==> src/rtl/nco_pkg.sv <==
`default_nettype none
// ============================================================================
//  Module      : nco_pkg
//  Description : Shared types and constants for the NCO frequency-sweep
//                sequencer (default widths, FSM state, sweep descriptor).
//  Revision    : 1.0  initial release
// ============================================================================
package nco_pkg;

    // Default width of the FCW / phase-accumulator increment
    localparam int c_ACC_W   = 32;
    // Default width of the per-FCW dwell counter
    localparam int c_DWELL_W = 16;

    // Sequencer state
    typedef enum logic [0:0] {
        IDLE  = 1'b0,
        SWEEP = 1'b1
    } sweep_state_t;

    // One sweep descriptor as presented on the configuration interface
    typedef struct packed {
        logic [c_ACC_W-1:0]   start_fcw;
        logic [c_ACC_W-1:0]   step;
        logic [c_ACC_W-1:0]   stop_fcw;
        logic [c_DWELL_W-1:0] dwell;
        logic                 repeat_en;
    } sweep_desc_t;

endpackage : nco_pkg
`default_nettype wire

==> src/rtl/nco_fcw_step.sv <==
`default_nettype none
// ============================================================================
//  Module      : nco_fcw_step
//  Description : Next-FCW calculator. Adds the step with one guard bit so a
//                carry out of the accumulator width is seen as end-of-sweep
//                instead of wrapping, and flags when the result passes stop.
//  Revision    : 1.0  initial release
// ============================================================================
module nco_fcw_step #(
    parameter int ACC_W = 32
) (
    input  logic [ACC_W-1:0] fcw,
    input  logic [ACC_W-1:0] step,
    input  logic [ACC_W-1:0] stop_fcw,
    output logic [ACC_W-1:0] nxt_fcw,
    output logic             end_sweep
);

    logic [ACC_W:0] w_sum;

    // Guarded add; the top bit is the carry out
    assign w_sum     = {1'b0, fcw} + {1'b0, step};
    assign nxt_fcw   = w_sum[ACC_W-1:0];
    // Unsigned compare; a carry always terminates the sweep
    assign end_sweep = w_sum[ACC_W] | (w_sum[ACC_W-1:0] > stop_fcw);

endmodule : nco_fcw_step
`default_nettype wire

==> src/rtl/nco_sweep_ctrl.sv <==
`default_nettype none
// ============================================================================
//  Module      : nco_sweep_ctrl
//  Description : Frequency-sweep sequencer for the phase-accumulator NCO.
//                Accepts a sweep descriptor, drives the FCW, holds each value
//                for dwell+1 cycles, steps it and repeats or finishes at stop.
//  Revision    : 1.0  initial release
// ============================================================================
module nco_sweep_ctrl
    import nco_pkg::*;
#(
    parameter int ACC_W   = c_ACC_W,
    parameter int DWELL_W = c_DWELL_W
) (
    input  logic               clk,
    input  logic               reset,
    input  logic               cfg_valid,
    output logic               cfg_ready,
    input  logic [ACC_W-1:0]   cfg_start_fcw,
    input  logic [ACC_W-1:0]   cfg_step,
    input  logic [ACC_W-1:0]   cfg_stop_fcw,
    input  logic [DWELL_W-1:0] cfg_dwell,
    input  logic               cfg_repeat,
    input  logic               abort,
    output logic [ACC_W-1:0]   fcw_out,
    output logic               fcw_valid,
    output logic               busy,
    output logic               done
);

    sweep_state_t       r_state;
    logic [ACC_W-1:0]   r_start_fcw;
    logic [ACC_W-1:0]   r_step;
    logic [ACC_W-1:0]   r_stop_fcw;
    logic [DWELL_W-1:0] r_dwell;
    logic               r_repeat;
    logic [DWELL_W-1:0] r_dwell_cnt;

    logic [ACC_W-1:0]   w_nxt_fcw;
    logic               w_end;
    logic               w_accept;

    // Next-FCW arithmetic works from the latched descriptor only
    nco_fcw_step #(
        .ACC_W (ACC_W)
    ) u_fcw_step (
        .fcw       (fcw_out),
        .step      (r_step),
        .stop_fcw  (r_stop_fcw),
        .nxt_fcw   (w_nxt_fcw),
        .end_sweep (w_end)
    );

    // A descriptor is only taken in IDLE, and never alongside abort
    assign cfg_ready = (r_state == IDLE) && !abort;
    assign w_accept  = cfg_valid && cfg_ready;

    // Sweep FSM, descriptor latch and dwell counter
    always_ff @(posedge clk) begin
        if (reset) begin
            r_state     <= IDLE;
            r_start_fcw <= '0;
            r_step      <= '0;
            r_stop_fcw  <= '0;
            r_dwell     <= '0;
            r_repeat    <= 1'b0;
            r_dwell_cnt <= '0;
            fcw_out     <= '0;
            fcw_valid   <= 1'b0;
            busy        <= 1'b0;
            done        <= 1'b0;
        end else begin
            done <= 1'b0;
            case (r_state)
                IDLE: begin
                    if (w_accept) begin
                        r_start_fcw <= cfg_start_fcw;
                        r_step      <= cfg_step;
                        r_stop_fcw  <= cfg_stop_fcw;
                        r_dwell     <= cfg_dwell;
                        r_repeat    <= cfg_repeat;
                        r_dwell_cnt <= cfg_dwell;
                        fcw_out     <= cfg_start_fcw;
                        fcw_valid   <= 1'b1;
                        busy        <= 1'b1;
                        r_state     <= SWEEP;
                    end
                end
                SWEEP: begin
                    if (abort) begin
                        // Abort beats a coinciding dwell expiry
                        fcw_out   <= '0;
                        fcw_valid <= 1'b0;
                        busy      <= 1'b0;
                        r_state   <= IDLE;
                    end else if (r_dwell_cnt != '0) begin
                        r_dwell_cnt <= r_dwell_cnt - {{(DWELL_W-1){1'b0}}, 1'b1};
                    end else if (!w_end) begin
                        fcw_out     <= w_nxt_fcw;
                        r_dwell_cnt <= r_dwell;
                    end else if (r_repeat) begin
                        fcw_out     <= r_start_fcw;
                        r_dwell_cnt <= r_dwell;
                    end else begin
                        // Normal completion: last FCW stays on the bus
                        done      <= 1'b1;
                        fcw_valid <= 1'b0;
                        busy      <= 1'b0;
                        r_state   <= IDLE;
                    end
                end
                default: begin
                    r_state <= IDLE;
                end
            endcase
        end
    end

endmodule : nco_sweep_ctrl
`default_nettype wire
==> config.mk <==
export PLATFORM = sky130hd
export DESIGN_NAME = nco_sweep_ctrl
export DESIGN_NICKNAME = d
export VERILOG_FILES = /design/src/rtl/nco_pkg.sv /design/src/rtl/nco_fcw_step.sv /design/src/rtl/nco_sweep_ctrl.sv
export SDC_FILE = /design/constraint.sdc
export NUM_CORES = 1
export LEC_CHECK = 0
export ABC_AREA = 1
export BUFFER_PORTS_ARGS = -buffer_cell sky130_fd_sc_hd__clkbuf_2
export CAP_MARGIN = 20
export CORE_MARGIN = 10
export CORE_UTILIZATION = 39
export CTS_CLUSTER_DIAMETER = 30
export CTS_CLUSTER_SIZE = 24
export DETAILED_ROUTE_END_ITERATION = 6
export MAX_ROUTING_LAYER = met4
export SLEW_MARGIN = 25
export SYNTH_ARGS = -nofsm -noshare
export SYNTH_HDL_FRONTEND = slang
export SYNTH_SLANG_ARGS = --single-unit
==> constraint.sdc <==
create_clock -name clk -period 3.1 [get_ports clk]
set_clock_uncertainty 0.2 [all_clocks]
set_input_delay 0.155 -clock clk [delete_from_list [all_inputs] [get_ports clk]]
set_output_delay 0.155 -clock clk [all_outputs]
set_load 0.005 [all_outputs]
# --- Yosys cells after proc, flatten, opt, wreduce, memory -nomap -nowiden ---
# Index checks and enable logic that the tools add are counted.
word_totals:
  register_bits: 164
  latch_bits: 0
  ramBits: 0
  romBits: 0
  inputBits: 117
  output_inout_bits: 36
  wordCells: 57
  n_memories: 0
op_classes:
  add_sub_neg: 2
  multipliers: 0
  div: 0
  magnitude_cmp: 1
  n_eq_ne: 7
  n_shift: 0
  muxes: 25
  bitwise_logic: 3
  n_reduce_logical: 9
ops:
  columns: ["cell", "count"]
  rows:
  - ["32-bit two-way mux", 5]
  - ["16-bit two-way mux", 5]
  - ["32-bit one-hot mux with 2 select lines", 1]
  - ["32-bit by 32-bit adder with 33-bit output", 1]
  - ["32-bit greater-than comparator", 1]
  - ["16-bit one-hot mux with 2 select lines", 1]
  - ["16-bit nonzero test", 1]
  - ["16-bit by 1-bit subtractor with 16-bit output (second input constant)", 1]
  - ["1-bit two-way mux", 11]
  - ["3-bit != test (second input constant)", 2]
  - ["3-bit AND reduction", 2]
  - ["5-bit OR reduction", 1]
  - ["2-bit != test (second input constant)", 2]
  - ["4-bit by 3-bit != test with 1-bit output (second input constant)", 1]
  - ["4-bit != test (second input constant)", 1]
  - ["1-bit one-hot mux with 2 select lines", 2]
  - ["4-bit AND reduction", 1]
  - ["3-bit by 2-bit != test with 1-bit output (second input constant)", 1]
  - ["1-bit logical AND", 2]
  - ["1-bit NOT", 2]
  - ["2-bit AND reduction", 1]
  - ["1-bit zero test", 1]
  - ["1-bit bitwise OR", 1]

# --- Depth between registers and ports, before layout ---
depth:
  ltp_word: 7
  depth_mapped: 29
  mapped_depth_nobuf: 27

# --- Hierarchy ---
# From an unflattened synthesis, not the netlist that was laid out.
hier_totals:
  cells_unflattened: 1661
  hier_area_um2: 10493.8
by_module_without_submodules:
  columns: ["module", "instances", "cells_each", "area_per_inst_um2", "seq_area_each_um2"]
  rows:
  - ["nco_sweep_ctrl", 1, 1097, 7492.2, 3283.1]
  - ["nco_fcw_step", 1, 564, 3001.6, 0.0]

# --- Least setup slack after synthesis ---
# OpenSTA, ideal clock, no wires.
synth_timing:
  kind: "flip-flop to flip-flop"
  startpoint: "register fcw_out[0]"
  endpoint: "register fcw_out[17]"
  setup_time_ps: 112
  arrival_ps: 3115
  t_required_ps: 2788
  slack_ps: -327
  stages_incl_launch_ff: 27
  path_buffers: 2
  synth_period_minus_slack_ps: 3427
  path_cell_list: "dfxtp_1 -> ha_1 -> fa_1 -> nand3_1 -> nand2_2 -> nand3_1 -> nand2_1 -> nand2_1 -> nand2_1 -> nand2_1 -> nand2_1 -> nand2_1 -> nand2_1 -> ha_1 -> nand2_1 -> nor2_1 -> nand2_1 -> nor2_1 -> nand4_1 -> nand2_1 -> nand2_4 -> buf_12 -> buf_12 -> nor2_1 -> nor2_1 -> nor2_1 -> nor2_1"
synth_via:
  elab_chain_cells: 7
  elab_cells_between_ends: 9
  classes_between: "1 x add/sub; 1 x order compare; 1 x eq/ne; 4 x mux; 1 x bitwise; 1 x reduce/logical"
synth_lines:
  columns: ["element", "line_no", "rtl"]
  rows:
  - ["from (decl)", "nco_sweep_ctrl.sv:25", "output logic [ACC_W-1:0] fcw_out,"]
  - ["from (signal assigned)", "nco_sweep_ctrl.sv:83", "fcw_out <= cfg_start_fcw;"]
  - ["from (signal assigned)", "nco_sweep_ctrl.sv:99", "fcw_out <= w_nxt_fcw;"]
  - ["from (signal assigned)", "nco_sweep_ctrl.sv:102", "fcw_out <= r_start_fcw;"]
  - ["32-bit by 32-bit adder with 33-bit output *", "nco_fcw_step.sv:22", "assign w_sum = {1'b0, fcw} + {1'b0, step};"]
  - ["32-bit greater-than comparator", "nco_fcw_step.sv:25", "assign end_sweep = w_sum[ACC_W] | (w_sum[ACC_W-1:0] > stop_fcw);"]
  - ["1-bit bitwise OR", "nco_fcw_step.sv:25", null]
  - ["32-bit two-way mux", "nco_sweep_ctrl.sv:98", "end else if (!w_end) begin"]
  - ["32-bit two-way mux", "nco_sweep_ctrl.sv:96", "end else if (r_dwell_cnt != '0) begin"]
  - ["32-bit two-way mux", "nco_sweep_ctrl.sv:90", "if (abort) begin"]
  - ["32-bit one-hot mux with 2 select lines", "nco_sweep_ctrl.sv:74", "case (r_state)"]
# Every way passes the cells marked *; elsewhere a longest branch is shown, timed or not. The select of a mux whose other input is x is not followed.
# A chain may end at the register's enable or synchronous reset.

# --- Worst setup path in the final report ---
layout_timing:
  startpoint: "register r_step[4]"
  endpoint: "register r_dwell_cnt[6]"
layout_via:
  elab_chain_cells: 7
  elab_cells_between_ends: 9
  classes_between: "1 x add/sub; 1 x order compare; 1 x eq/ne; 4 x mux; 1 x bitwise; 1 x reduce/logical"
layout_lines:
  columns: ["element", "line_no", "rtl"]
  rows:
  - ["from (decl)", "nco_sweep_ctrl.sv:33", "logic [ACC_W-1:0] r_step;"]
  - ["from (signal assigned)", "nco_sweep_ctrl.sv:78", "r_step <= cfg_step;"]
  - ["32-bit by 32-bit adder with 33-bit output *", "nco_fcw_step.sv:22", null]
  - ["32-bit greater-than comparator", "nco_fcw_step.sv:25", null]
  - ["1-bit bitwise OR *", "nco_fcw_step.sv:25", null]
  - ["16-bit two-way mux", "nco_sweep_ctrl.sv:98", null]
  - ["16-bit two-way mux", "nco_sweep_ctrl.sv:96", null]
  - ["16-bit two-way mux", "nco_sweep_ctrl.sv:90", null]
  - ["16-bit one-hot mux with 2 select lines", "nco_sweep_ctrl.sv:74", null]
  - ["to (signal assigned)", "nco_sweep_ctrl.sv:97", "r_dwell_cnt <= r_dwell_cnt - {{(DWELL_W-1){1'b0}}, 1'b1};"]
  - ["to (signal assigned)", "nco_sweep_ctrl.sv:100", "r_dwell_cnt <= r_dwell;"]
  - ["to (signal assigned)", "nco_sweep_ctrl.sv:103", "r_dwell_cnt <= r_dwell;"]
  - ["to (decl)", "nco_sweep_ctrl.sv:37", "logic [DWELL_W-1:0] r_dwell_cnt;"]
# Marks and branches as above.

==> flow_metrics.env <==
export IMPL_outcome="complete, but fails checks"
export IMPL_failed_checks="negative setup slack"
export IMPL_dp_slack_ns=-0.750
export IMPL_cts_buffers=17
export IMPL_grt_total_usage_pct=21.7
export IMPL_antenna_cells=0
export IMPL_required_ns=3.28
export IMPL_htree_levels=4
export IMPL_drt_iter0_drc=684
export IMPL_hold_path_class="input pin to flip-flop"
export IMPL_antenna_found_initial=0
export IMPL_synth_edf_count=0
export IMPL_vdd_ir_drop_max_mv=0.346
export IMPL_finalSetupViolations=51
export IMPL_setup_tns_ns=-29.07
export IMPL_p_sw_mw=3.23
export IMPL_fin_ws_ns=-0.612
export IMPL_hold_ws_ns=0.0861
export IMPL_rows=59
export IMPL_switching_share_pct=37.6
export IMPL_power_leakage_nw=7.40
export IMPL_worst_setup_path_type="flip-flop to flip-flop"
export IMPL_intPower_mw=5.37
export IMPL_yosysSeqAreaShare_pct=31.4
export IMPL_netlist_area_mm2=0.0105
export IMPL_seqCellArea_mm2=0.00330
export IMPL_critPathLaunchType="flip-flop"
export IMPL_drive_gt1_share_pct=28.6
export IMPL_grt_pass1_vias=11600
export IMPL_grt_max_degree=123
export IMPL_multiInputGateArea_mm2=0.00694
export IMPL_power_density_mw_per_mm2=557
export IMPL_fin_nets=2218
export IMPL_yosys_warnings=0
export IMPL_synth_seq_cells=164
export IMPL_hold_violations=0
export IMPL_period_share_pct=120
export IMPL_final_util_pct=58.9
export IMPL_core_area_mm2=0.0262
export IMPL_synthFlopType="dfxtp_1"
export IMPL_clkLatencyLatePin_ns=0.44
export IMPL_tightest_slew_ns=0.675
export IMPL_clk_pin_slew_ns=0.07
export IMPL_initial_core_util_pct=39.9
export IMPL_wl_mm=36.6
export IMPL_cts_root_buf="clkbuf_16"
export IMPL_syn_num_nets=1819
export IMPL_clock_sinks=164
export IMPL_area_delta_synth_final_pct=47.6
export IMPL_cts_tree="done"
export IMPL_cap_violations=0
export IMPL_slew_viol_final=0
export IMPL_drtAntennaViolNets=0
export IMPL_max_slew_margin_rel_pct=54.6
export IMPL_synth_avg_cell_area_um2=6.40
export IMPL_die_w_um=184
export IMPL_fin_crit_ns=3.71
export IMPL_syn_inst=1635
export IMPL_grt_overflow_total=0
export IMPL_vias_per_cell=4.92
export IMPL_rsz0062_at_grt="yes"
export IMPL_worst_path_max_fanout=28
export IMPL_end_kind="flip-flop"
export IMPL_grt_pass1_wl_mm=58.1
export IMPL_io_buffers=152
export IMPL_max_freq_mhz=269
export IMPL_gp_congestion=0.925
export IMPL_dr_pass1_iters=5
export IMPL_boundaryPins=153
export IMPL_hpwl_mm=25.7
export IMPL_route_detailed_drc=0
export IMPL_combPwrFrac_pct=46.2
export IMPL_synth_distinct_cells=46
export IMPL_pwr_share_seq_pct=28.7
export IMPL_fill_cells=2417
export IMPL_cts_max_path_buffers=2
export IMPL_vias=11700
export IMPL_ys_async_sr_fraction_pct=0
export IMPL_wl_per_cell_um=15.4
export IMPL_dieArea_mm2=0.0338
export IMPL_clkPwrFrac_pct=25.1
export IMPL_crit_arrival_ns=3.90
export IMPL_fin_area_mm2=0.0154
export IMPL_die_height_um=184
export IMPL_placed_area_mm2=0.0127
placed cells by master (no fill, tap or decap), drive strengths merged, types with 3 or more instances in the layout:
| master | synthesis | routed |
|---|---|---|
| ha | 66 | 66 |
| nand4 | 14 | 14 |
| nand2 | 392 | 392 |
| a21o | 5 | 5 |
| xor2 | 23 | 23 |
| nand3 | 69 | 69 |
| mux2i | 4 | 4 |
| nor3 | 8 | 8 |
| a21oi | 130 | 130 |
| inv | 187 | 193 |
| clkinvlp | 0 | 4 |
| a31oi | 4 | 4 |
| dfxtp | 164 | 164 |
| nor2 | 313 | 313 |
| o22ai | 3 | 3 |
| o21ai | 160 | 160 |
| dlygate4sd3 | 0 | 114 |
| clkbuf | 47 | 171 |
| buf | 24 | 183 |
| o21a | 3 | 3 |
| nor4 | 5 | 5 |
registers in the layout, summed over array words and instances (netlist names):
name and cells:
r_repeat 1, fcw_out 32, r_dwell 16, r_start_fcw 32, r_state 1, r_stop_fcw 32
r_dwell_cnt 16, r_step 32, done 1, busy 1
logic make-up after synthesis:
family | count (synthesis) | synth area share, %
DFF | 164 | 31.4
adders and majority gates | 67 | 8.08
and+or+nand+nor | 806 | 32.0
buffers and inverters | 259 | 10.4
xor gates and xnor gates | 24 | 2.01
AOI/OAI and AO/OA | 311 | 15.7
muxes | 4 | 0.383
power groups by stage:
stage	sequential [mW]	combinational [mW]	clock, mW
finish	2.47	3.97	2.16
CTS	2.46	3.74	2.19
detailed placement	2.49	3.32	0
floorplan	2.48	2.10	0
global route	2.50	4.40	2.28
global placement	2.49	3.30	0
critical path, stage by stage, from the launching register on:
cell and delay, ns:
dfxtp_2 0.34, ha_4 0.26, a21oi_4 0.19, nor2_1 0.06, nor2_1 0.13, nand2_2 0.10, nand2_2 0.09, nand2_4 0.07
buf_6 0.13, xor2_4 0.16, ha_4 0.28, nand4_1 0.17, nor3_2 0.22, buf_4 0.15, nand2_2 0.05, nand2_2 0.06
nand2_1 0.05, nand2_1 0.07, nand2_2 0.07, buf_4 0.13, buf_4 0.13, nand3_4 0.07, nand3_4 0.08, buf_12 0.18
nand2_1 0.07, nand2_1 0.05, nor2_1 0.08
worst paths after layout:
kind              start               to  slack, ns  cells past startpoint
min reg2reg  r_dwell[1]       r_dwell[1]       0.25                      2
max reg2reg   r_step[4]   r_dwell_cnt[6]      -0.61                     26
max           r_step[4]   r_dwell_cnt[6]      -0.61                     26
min           cfg_valid  r_dwell_cnt[13]       0.09                      7
cell usage after synthesis (4+ instances only):
cell        n  share of area, %
a21oi_2     7              0.59
buf_1       4              0.14
inv_1     184               6.6
nand4_1    14              0.84
nand2_2    33               2.0
o21ai_0   159               7.6
buf_4       6              0.43
clkbuf_1   47               1.7
nor2_2      5              0.30
nor2_1    307                11
nand2_1   356                13
a21o_1      5              0.36
xor2_1     23               1.9
nand3_1    67               3.2
mux2i_1     4              0.38
buf_12      4              0.77
a21oi_1   122               5.8
nor3_1      7              0.33
dfxtp_1   164                31
ha_1       66               7.9
a31oi_1     4              0.24
buf_2       7              0.33
cell type report:
class / instances / share of cell area [%]
tap: 335 / 2.71
timing repair buffer: 451 / 22.6
clock buffer: 18 / 2.78
inverter: 188 / 4.58
clock inverter: 13 / 0.972
multi-input combinational: 1212 / 44.9
sequential: 164 / 21.4
layer usage:
metal	vias to the layer above	GRT usage (%)	routed length [µm]
met5	-	-	0
met4	0	5.15	503
met3	37	3.04	1770
met2	286	37.1	17900
met1	5405	26.3	16400
li1	5997	-	-
timing repair:
action / 4_1_cts / 5_1_grt
setup endpoints to repair: 51 / 51
hold endpoints to repair: 163 / 0
cloned: 1 / 2
hold buffers: 114 / 0
buffers inserted: 7 / 4
pin swaps: 28 / 35
resized for setup: 104 / 90
per-stage QoR:
step	total power [mW]	cells
2_1_floorplan	4.58	1635
3_3_place_gp	5.79	2222
3_5_place_dp	5.82	2222
4_1_cts	8.39	2375
5_1_grt	9.17	2381
6_report	8.60	2381
No activity file was read; power rests on OpenSTA's default activity.
